[src/rtl/s444_phase_scheduler_if.sv]
// Requester-side bundle for s444_phase_scheduler: level requests and hold in,
// grant / guard / phase-code / done out.
interface s444_phase_scheduler_if;
  logic       req_a;
  logic       req_b;
  logic       hold;
  logic       gnt_a;
  logic       gnt_b;
  logic       clr;
  logic [2:0] phase;
  logic       done;

  modport master (
    output req_a, req_b, hold,
    input  gnt_a, gnt_b, clr, phase, done
  );

  modport slave (
    input  req_a, req_b, hold,
    output gnt_a, gnt_b, clr, phase, done
  );
endinterface

[src/rtl/s444_phase_scheduler.sv]
// Timed round-robin two-requester scheduler: prescaler-paced GRANT phases, each followed by a
// CLEAR guard phase. Optional grant extension is enabled by defining EXTEND_EN.
module s444_phase_scheduler #(
  parameter int unsigned PRESCALE    = 3,
  parameter int unsigned GREEN_TICKS = 4,
  parameter int unsigned CLEAR_TICKS = 2,
  parameter int unsigned MAX_EXT     = 1
) (
  input logic                    clk,
  input logic                    rst_n,
  s444_phase_scheduler_if.slave  bus
);

  typedef enum logic [2:0] {
    StIdle = 3'd0,
    StGntA = 3'd1,
    StClrA = 3'd2,
    StGntB = 3'd3,
    StClrB = 3'd4
  } state_e;

  localparam logic [3:0] PsMax = 4'(PRESCALE);
  localparam logic [3:0] Green = 4'(GREEN_TICKS);
  localparam logic [3:0] Clear = 4'(CLEAR_TICKS);

  state_e     state_q, state_d;
  logic [3:0] ps_q, ps_d;
  logic [3:0] tmr_q, tmr_d;
  logic       last_b_q, last_b_d;
  logic       done_d;
  logic       gnt_a_q, gnt_b_q, clr_q, done_q;
  logic [2:0] phase_q;
  logic       tick, expire, own_req, other_req, ext_ok;

`ifdef EXTEND_EN
  localparam logic [3:0] MaxExt = 4'(MAX_EXT);
  logic [3:0] ext_q, ext_d;
  assign ext_ok = (ext_q < MaxExt);
`else
  logic unused_max_ext;
  assign unused_max_ext = ^MAX_EXT;
  assign ext_ok = 1'b0;
`endif

  assign tick   = (ps_q == PsMax) && !bus.hold;
  assign expire = tick && (tmr_q == 4'd1);

  always_comb begin
    own_req   = 1'b0;
    other_req = 1'b0;
    case (state_q)
      StGntA, StClrA: begin
        own_req   = bus.req_a;
        other_req = bus.req_b;
      end
      StGntB, StClrB: begin
        own_req   = bus.req_b;
        other_req = bus.req_a;
      end
      default: ;
    endcase
  end

  always_comb begin
    state_d  = state_q;
    ps_d     = ps_q;
    tmr_d    = tmr_q;
    last_b_d = last_b_q;
    done_d   = 1'b0;
`ifdef EXTEND_EN
    ext_d    = ext_q;
`endif
    if (!bus.hold) ps_d = (ps_q == PsMax) ? 4'd0 : ps_q + 4'd1;
    if (tick && (tmr_q != 4'd0)) tmr_d = tmr_q - 4'd1;

    case (state_q)
      StIdle: begin
        if (!bus.hold && (bus.req_a || bus.req_b)) begin
          // With both requesting, the side that was not served last goes first.
          state_d = (bus.req_a && (!bus.req_b || last_b_q)) ? StGntA : StGntB;
          ps_d    = 4'd0;
          tmr_d   = Green;
`ifdef EXTEND_EN
          ext_d   = 4'd0;
`endif
        end
      end
      StGntA, StGntB: begin
        // Leave on expiry, or early on any tick where the owner has released.
        if (tick && (!own_req || (tmr_q == 4'd1))) begin
          if (own_req && !other_req && ext_ok) begin
            tmr_d = Green;
            ps_d  = 4'd0;
`ifdef EXTEND_EN
            ext_d = ext_q + 4'd1;
`endif
          end else begin
            state_d  = (state_q == StGntA) ? StClrA : StClrB;
            ps_d     = 4'd0;
            tmr_d    = Clear;
            last_b_d = (state_q == StGntB);
          end
        end
      end
      StClrA, StClrB: begin
        if (expire) begin
          done_d = 1'b1;
          ps_d   = 4'd0;
          if (other_req || own_req) begin
            if (other_req) state_d = (state_q == StClrA) ? StGntB : StGntA;
            else           state_d = (state_q == StClrA) ? StGntA : StGntB;
            tmr_d = Green;
`ifdef EXTEND_EN
            ext_d = 4'd0;
`endif
          end else begin
            state_d = StIdle;
            tmr_d   = 4'd0;
          end
        end
      end
      default: begin
        state_d = StIdle;
        ps_d    = 4'd0;
        tmr_d   = 4'd0;
      end
    endcase
  end

  always_ff @(posedge clk or negedge rst_n) begin
    if (!rst_n) begin
      state_q  <= StIdle;
      ps_q     <= 4'd0;
      tmr_q    <= 4'd0;
      last_b_q <= 1'b1;
      gnt_a_q  <= 1'b0;
      gnt_b_q  <= 1'b0;
      clr_q    <= 1'b0;
      phase_q  <= 3'd0;
      done_q   <= 1'b0;
`ifdef EXTEND_EN
      ext_q    <= 4'd0;
`endif
    end else begin
      state_q  <= state_d;
      ps_q     <= ps_d;
      tmr_q    <= tmr_d;
      last_b_q <= last_b_d;
      gnt_a_q  <= (state_d == StGntA);
      gnt_b_q  <= (state_d == StGntB);
      clr_q    <= (state_d == StClrA) || (state_d == StClrB);
      phase_q  <= state_d;
      done_q   <= done_d;
`ifdef EXTEND_EN
      ext_q    <= ext_d;
`endif
    end
  end

  assign bus.gnt_a = gnt_a_q;
  assign bus.gnt_b = gnt_b_q;
  assign bus.clr   = clr_q;
  assign bus.phase = phase_q;
  assign bus.done  = done_q;

endmodule

[src/flat_wrapper.sv]
// flat-port wrapper written by rule: the top's interface ports become plain ports
module s444_phase_scheduler_flat 
#(
  parameter int unsigned PRESCALE    = 3,
  parameter int unsigned GREEN_TICKS = 4,
  parameter int unsigned CLEAR_TICKS = 2,
  parameter int unsigned MAX_EXT     = 1
)
  (clk, rst_n, bus_req_a, bus_req_b, bus_hold, bus_gnt_a, bus_gnt_b, bus_clr, bus_phase, bus_done);
  s444_phase_scheduler_if bus_i ();
  input logic clk;
  input logic rst_n;
  input wire logic [$bits(bus_i.req_a)-1:0] bus_req_a;
  input wire logic [$bits(bus_i.req_b)-1:0] bus_req_b;
  input wire logic [$bits(bus_i.hold)-1:0] bus_hold;
  output wire logic [$bits(bus_i.gnt_a)-1:0] bus_gnt_a;
  output wire logic [$bits(bus_i.gnt_b)-1:0] bus_gnt_b;
  output wire logic [$bits(bus_i.clr)-1:0] bus_clr;
  output wire logic [$bits(bus_i.phase)-1:0] bus_phase;
  output wire logic [$bits(bus_i.done)-1:0] bus_done;
  assign bus_i.req_a = bus_req_a;
  assign bus_i.req_b = bus_req_b;
  assign bus_i.hold = bus_hold;
  assign bus_gnt_a = bus_i.gnt_a;
  assign bus_gnt_b = bus_i.gnt_b;
  assign bus_clr = bus_i.clr;
  assign bus_phase = bus_i.phase;
  assign bus_done = bus_i.done;
  s444_phase_scheduler #(.PRESCALE(PRESCALE), .GREEN_TICKS(GREEN_TICKS), .CLEAR_TICKS(CLEAR_TICKS), .MAX_EXT(MAX_EXT)) u_core (.clk(clk), .rst_n(rst_n), .bus(bus_i));
endmodule
[config.mk]
export PLATFORM = sky130hd
export DESIGN_NAME = s444_phase_scheduler_flat
export DESIGN_NICKNAME = d
export VERILOG_FILES = /design/src/rtl/s444_phase_scheduler_if.sv /design/src/rtl/s444_phase_scheduler.sv /design/src/flat_wrapper.sv
export SDC_FILE = /design/constraint.sdc
export NUM_CORES = 1
export LEC_CHECK = 0
export ABC_AREA = 1
export BUFFER_PORTS_ARGS = -buffer_cell sky130_fd_sc_hd__buf_2
export CORE_UTILIZATION = 45
export DETAILED_ROUTE_END_ITERATION = 10
export SLEW_MARGIN = 30
export SYNTH_ARGS = -nofsm -noshare
export SYNTH_HDL_FRONTEND = slang
export SYNTH_SLANG_ARGS = --single-unit
[constraint.sdc]
create_clock -name clk -period 2 [get_ports clk]
set_clock_uncertainty 0.05 [all_clocks]
set_input_delay 0.2 -clock clk [delete_from_list [all_inputs] [get_ports clk]]
set_output_delay 0.2 -clock clk [all_outputs]
set_load 0.02 [all_outputs]
==> results of run 1 <==
==> layout by cell type, fill, tap and decap left out, types with 2 or more instances in the layout <==
cell type and count:
nand2_1 34, nor2_1 16, dfrtp_1 15, inv_1 12, buf_2 11, nand3_1 9
nand2_2 8, inv_2 6, a21oi_1 4, xor2_1 4, nor2_2 3, nor2_4 3
o21ai_0 3, nand4_1 3, ha_1 3, clkbuf_4 3, o21ai_1 2
==> cell families (layout without fill, tap and decap cells) <==
logic type | count (synthesis) | after routing | synth area share, %
AOI/OAI and AO/OA | 12 | 12 | 8.33
xor gates and xnor gates | 5 | 5 | 4.17
adders and majority gates | 3 | 3 | 3.57
buffers and inverters | 21 | 36 | 8.57
DFF | 16 | 16 | 38.2
and+or+nand+nor | 80 | 80 | 37.1
==> cell type report <==
| class | instances | share of cell area [%] |
|---|---|---|
| flip-flops and latches | 16 | 34.1 |
| multi-input cells | 100 | 47.6 |
| clock buffers | 4 | 3.09 |
| inverters | 20 | 6.70 |
| repair buffers | 12 | 5.53 |
| well taps | 28 | 2.98 |
==> worst max-delay path by stage <==
stage | cells after the start | to | from | slack, ps
2_1_floorplan | 13 | u_core.bus.clr$_DFF_PN0_ | u_core.state_q[1]$_DFF_PN0_ | 400
3_3_place_gp | 12 | u_core.bus.clr$_DFF_PN0_ | u_core.ps_q[0]$_DFF_PN0_ | 250
3_5_place_dp | 12 | u_core.bus.clr$_DFF_PN0_ | u_core.ps_q[0]$_DFF_PN0_ | 260
4_1_cts | 12 | u_core.bus.clr$_DFF_PN0_ | u_core.ps_q[0]$_DFF_PN0_ | 230
5_1_grt | 12 | u_core.bus.clr$_DFF_PN0_ | u_core.ps_q[1]$_DFF_PN0_ | 90
6_report | 12 | u_core.bus.clr$_DFF_PN0_ | u_core.ps_q[0]$_DFF_PN0_ | 240
==> registers in the layout (all words and copies together), names as in the netlist <==
register / cells
u_core.bus.clr: 1
u_core.bus.done: 1
u_core.bus.gnt_a: 1
u_core.bus.gnt_b: 1
u_core.last_b_q: 1
u_core.ps_q: 4
u_core.state_q: 3
u_core.tmr_q: 4
==> where the power goes <==
| part | total (mW) | leakage (nW) | switching, mW | internal [mW] |
|---|---|---|---|---|
| Sequential | 0.581 | 0.207 | 0.128 | 0.454 |
| Clock | 0.210 | 0.0210 | 0.0995 | 0.111 |
| Combinational | 1.12 | 0.410 | 0.729 | 0.395 |
==> metal layers <==
layer  vias to the layer above  global-route usage (%)  wire (µm)
met2                        10                    31.6       1030
li1                        462                       -          -
met5                         -                       0          0
met1                       392                    24.4        995
met4                         0                    6.94         29
met3                         5                    3.94         58
==> worst max-delay path, delay by kind of cell (launching register included) <==
family / cells / cell delay [ps]
adder cells (fa/ha/maj): 1 / 190
AND/OR/NAND/NOR: 10 / 900
buffers and inverters: 1 / 120
flip-flops: 1 / 390
==> metrics by stage <==
stage	power, mW	utilization, %	instances
floorplan	1.48	-	137
global placement	1.71	51.1	175
detailed placement	1.72	51.1	175
CTS	1.94	53.2	180
global route	2.11	53.2	180
finish	1.92	53.2	180
==> impl_metrics.tcl, run 1 <==
set metrics [dict create \
    wl_per_cell_um 11.7 \
    yosysUniqueCellTypes 27 \
    cts_setup_buffers 0 \
    path_common_cell "nand2_1" \
    cts-resized-gates 0 \
    timing.max_slew.rel_slack_pct 76.4 \
    cp_cell_sequence "ha_1 -> nand3_1 -> inv_2 -> nand2_2 -> nand2_2 -> nand2_1 -> nand2_1 -> nand2_1 -> nor2_2 -> nand2_2 -> nand2_1 -> nand2_1" \
    finalMaxSlewViolations 0 \
    syn_nets 145 \
    reg2reg_depth 12 \
    reg2reg_from "u_core.ps_q[0]$_DFF_PN0_" \
    dp_hpwl_um 1700 \
    r2r_slack_ps 240 \
    vias 869 \
    seq_area_um2 402 \
    cts_buffers 3 \
    ys.flop_type "dfrtp_1" \
    tns_ps 0 \
    criticalPathCategory "reg -> reg" \
    rr_endpoint "u_core.bus.clr$_DFF_PN0_" \
    worstHoldPathType "in -> reg" \
    post_drt_via_cell_ratio 4.83 \
    antenna_found_initial 0 \
    cts_root_buffer "clkbuf_4" \
    async_flop_share_pct 100 \
    cts_sinks 16 \
    crit_required_ps 2130 \
    fp.dieW_um 50.3 \
    hold_viol_final 0 \
    grt.overflow.total 0 \
    clkTransAtPathRegs_ps 90 \
    yosysSeqAreaShare_pct 38.2 \
    rows 17 \
    fp.dieH_um 50.3 \
    cts_max_path_buffers 2 \
    whs_ps 181 \
    finalSetupViolations 0 \
    insertion_delay_ps 290 \
    synth.most_common_cell "nand2_1" \
    cap_violations 0 \
    ant_nets 0 \
    cts_max_level 1 \
    critPathLaunchType "flip-flop" \
    grt_pass1_vias 810 \
    avgSynthCellArea_um2 7.67 \
    tightest_slew_ps 352 \
    initialDrtViolationCount 34 \
    peakVddDrop_uv 880 \
    drc 0 \
    gp_congestion 0.812 \
    antennaDiodeCount 0 \
    synth_seq_cells 16 \
    hold_buffers 1 \
    wl_um 2110 \
    worstSetupEndpointType "flip-flop" \
    fillers 208 \
    grt_usage_pct 19.1 \
    synthTopCellsByArea "dfrtp_1 (36%), nand2_1 (12%), nor2_1 (5.7%)" \
    initial_core_util_pct 47.5 \
    arrival_ps 1890 \
    worstHoldEndpoint "u_core.ps_q[0]$_DFF_PN0_" \
    grt_pass1_wl_um 3530 \
    ios 12 \
    grt_max_degree 17 \
    coreArea_mm2 0.00221 \
    synth_top_area_share_pct 35.7 \
    rsz0062_at_grt "no" \
    multiInputGateArea_um2 559 \
    synthesis.area_mm2 0.00105 \
    place_ws_ps 265 \
    cts_tree "built" \
    holdCritStartpoint "bus_hold" \
    drive_gt1_share_pct 28.3 \
    areaGrowthSynthToFinish_pct 11.9 \
    nets 161 \
    synthCells 137 \
    hold_path_depth 3 \
    firstDrtPassIters 4 \
    synth_edf_count 0 \
    die-area_mm2 0.00253 \
    status "finished, final reports clean" \
    slowest_delay_ps 390 \
    placed_area_mm2 0.00113 \
    design_area_mm2 0.00118 \
    clock.fmax_mhz 568 \
    p_leak_nw 0.637 \
    io_buffers 11 \
    min_period_ps 1760 \
    finalCritPeriodShare_pct 88.1 \
    path_max_fanout 5 \
    synthTopCellsByCount "nand2_1 (34), nor2_1 (16), dfrtp_1 (15)" \
    post-synth-top-area-cell "dfrtp_1" \
    ys_warn_count 0 \
    powerDensity_mw_per_mm2 1630 \
    setup_ws_ps 239 \
    critPathSlowestCell "dfrtp_1" \
]
No activity file was read; power rests on OpenSTA's default activity.
==> inputs of run 2 (changes only) <==
--- a/config.mk
+++ b/config.mk
@@ -10,2 +10,3 @@
 export CORE_UTILIZATION = 45
+export CTS_BUF_LIST = sky130_fd_sc_hd__clkbuf_8
 export DETAILED_ROUTE_END_ITERATION = 10
==> constraint.sdc (replaced) <==
create_clock -name clk -period 2 [get_ports clk]
set_clock_uncertainty 0.05 [all_clocks]
set_input_delay 0.3 -clock clk [delete_from_list [all_inputs] [get_ports clk]]
set_output_delay 0.3 -clock clk [all_outputs]
set_load 0.02 [all_outputs]
==> impl_metrics.tcl, run 2 (synthesized netlist as in run 1, its figures left out) <==
set metrics [dict create \
    fp.dieW_um 50.3 \
    arrival_ps 1830 \
    coreArea_mm2 0.00221 \
    dp_hpwl_um 1700 \
    antennaDiodeCount 0 \
    areaGrowthSynthToFinish_pct 13.7 \
    grt_usage_pct 18.9 \
    cts_max_level 1 \
    place_ws_ps 265 \
    fp.dieH_um 50.3 \
    layout_common_cells "nand2_1 (34), nor2_1 (16), dfrtp_1 (15)" \
    largest_registers "u_core.ps_q x4, u_core.tmr_q x4, u_core.state_q x3" \
    path_common_cell "nand2_1" \
    wl_per_cell_um 11.8 \
    powerDensity_mw_per_mm2 1660 \
    tightest_slew_ps 352 \
    finalCritPeriodShare_pct 87.3 \
    nets 161 \
    crit_family "simple AND/OR/NAND/NOR gates" \
    p_leak_nw 0.645 \
    path_max_fanout 5 \
    drive_gt1_share_pct 28.3 \
    worstSetupEndpointType "flip-flop" \
    ios 12 \
    finalMaxSlewViolations 0 \
    cts-resized-gates 0 \
    insertion_delay_ps 240 \
    cts_max_path_buffers 2 \
    clock.fmax_mhz 573 \
    r2r_slack_ps 250 \
    grt_max_degree 17 \
    hold_path_depth 3 \
    post_drt_via_cell_ratio 4.87 \
    vias 877 \
    hold_buffers 1 \
    reg2reg_depth 12 \
    hold_viol_final 0 \
    firstDrtPassIters 4 \
    crit_required_ps 2080 \
    io_buffers 11 \
    setup_ws_ps 254 \
    gp_congestion 0.812 \
    critPathSlowestCell "dfrtp_1" \
    cp_num_cells 12 \
    cts_sinks 16 \
    drc 0 \
    die-area_mm2 0.00253 \
    ant_nets 0 \
    cts_setup_buffers 0 \
    initialDrtViolationCount 28 \
    finalSetupViolations 0 \
    fin_util_pct 54.0 \
    antenna_found_initial 0 \
    rsz0062_at_grt "no" \
    grt_pass1_wl_um 3510 \
    wl_um 2120 \
    criticalPathCategory "reg -> reg" \
    initial_core_util_pct 47.5 \
    status "finished, final reports clean" \
    timing.max_slew.rel_slack_pct 76.4 \
    cts_buffers 3 \
    slowest_delay_ps 380 \
    rows 17 \
    peakVddDrop_uv 968 \
    totalPowerFinal_mw 1.99 \
    cap_violations 0 \
    final_common_cell "nand2_1" \
    grt.overflow.total 0 \
    cts_root_buffer "clkbuf_8" \
    clkTransAtPathRegs_ps 60 \
    critPathLaunchType "flip-flop" \
    cts_tree "built" \
    tns_ps 0 \
    whs_ps 335 \
    worstHoldPathType "in -> reg" \
    grt_pass1_vias 806 \
    min_period_ps 1750 \
    cp_num_buf_inv 1 \
    fillers 208 \
    cp_cell_sequence "ha_1 -> nand3_1 -> inv_2 -> nand2_2 -> nand2_2 -> nand2_1 -> nand2_1 -> nand2_1 -> nor2_2 -> nand2_2 -> nand2_1 -> nand2_1" \
]
## run 2: worst paths after layout
kind,startpoint,to
max in group asynchronous,rst_n,u_core.last_b_q$_DFFE_PN1P_
hold / removal,bus_hold,u_core.ps_q[0]$_DFF_PN0_
setup reg to reg,u_core.ps_q[0]$_DFF_PN0_,u_core.bus.clr$_DFF_PN0_
min in group asynchronous,rst_n,u_core.ps_q[1]$_DFF_PN0_
hold reg to reg,u_core.last_b_q$_DFFE_PN1P_,u_core.last_b_q$_DFFE_PN1P_
setup / recovery,u_core.ps_q[0]$_DFF_PN0_,u_core.bus.clr$_DFF_PN0_
## run 2: where the power goes
part / total (mW) / internal [mW] / switching [mW]
logic: 1.13 / 0.395 / 0.730
clock network: 0.278 / 0.174 / 0.104
registers: 0.585 / 0.455 / 0.130
total: 1.99 / 1.02 / 0.964
## run 2: per-stage QoR
step                cells  instance area (µm²)
finish                180                 1190
global route          180                 1190
CTS                   180                 1190
detailed placement    175                 1130
global placement      175                 1130
floorplan             137                 1050
## run 2: worst reg2reg max path: stages, from the launching register on
cell and delay (ps):
dfrtp_1 380, ha_1 190, nand3_1 140, inv_2 120
nand2_2 120, nand2_2 110, nand2_1 80, nand2_1 60
nand2_1 60, nor2_2 140, nand2_2 80, nand2_1 60
nand2_1 40
## run 2: per-layer routing
| layer | routed length (µm) | track usage (%) |
|---|---|---|
| met1 | 1020 | 23.8 |
| met2 | 1010 | 31.8 |
| met3 | 60 | 3.94 |
| met4 | 25 | 6.94 |
| met5 | 0 | 0 |
## run 2: area by class of cell
| cell class | count | area [µm²] | share of cell area [%] |
|---|---|---|---|
| Multi-Input combinational cell | 100 | 559 | 46.8 |
| Clock buffer | 4 | 55.1 | 4.61 |
| Timing Repair Buffer | 12 | 65.1 | 5.45 |
| Tap cell | 28 | 35.0 | 2.93 |
| Inverter | 20 | 78.8 | 6.60 |
| Sequential cell | 16 | 402 | 33.6 |
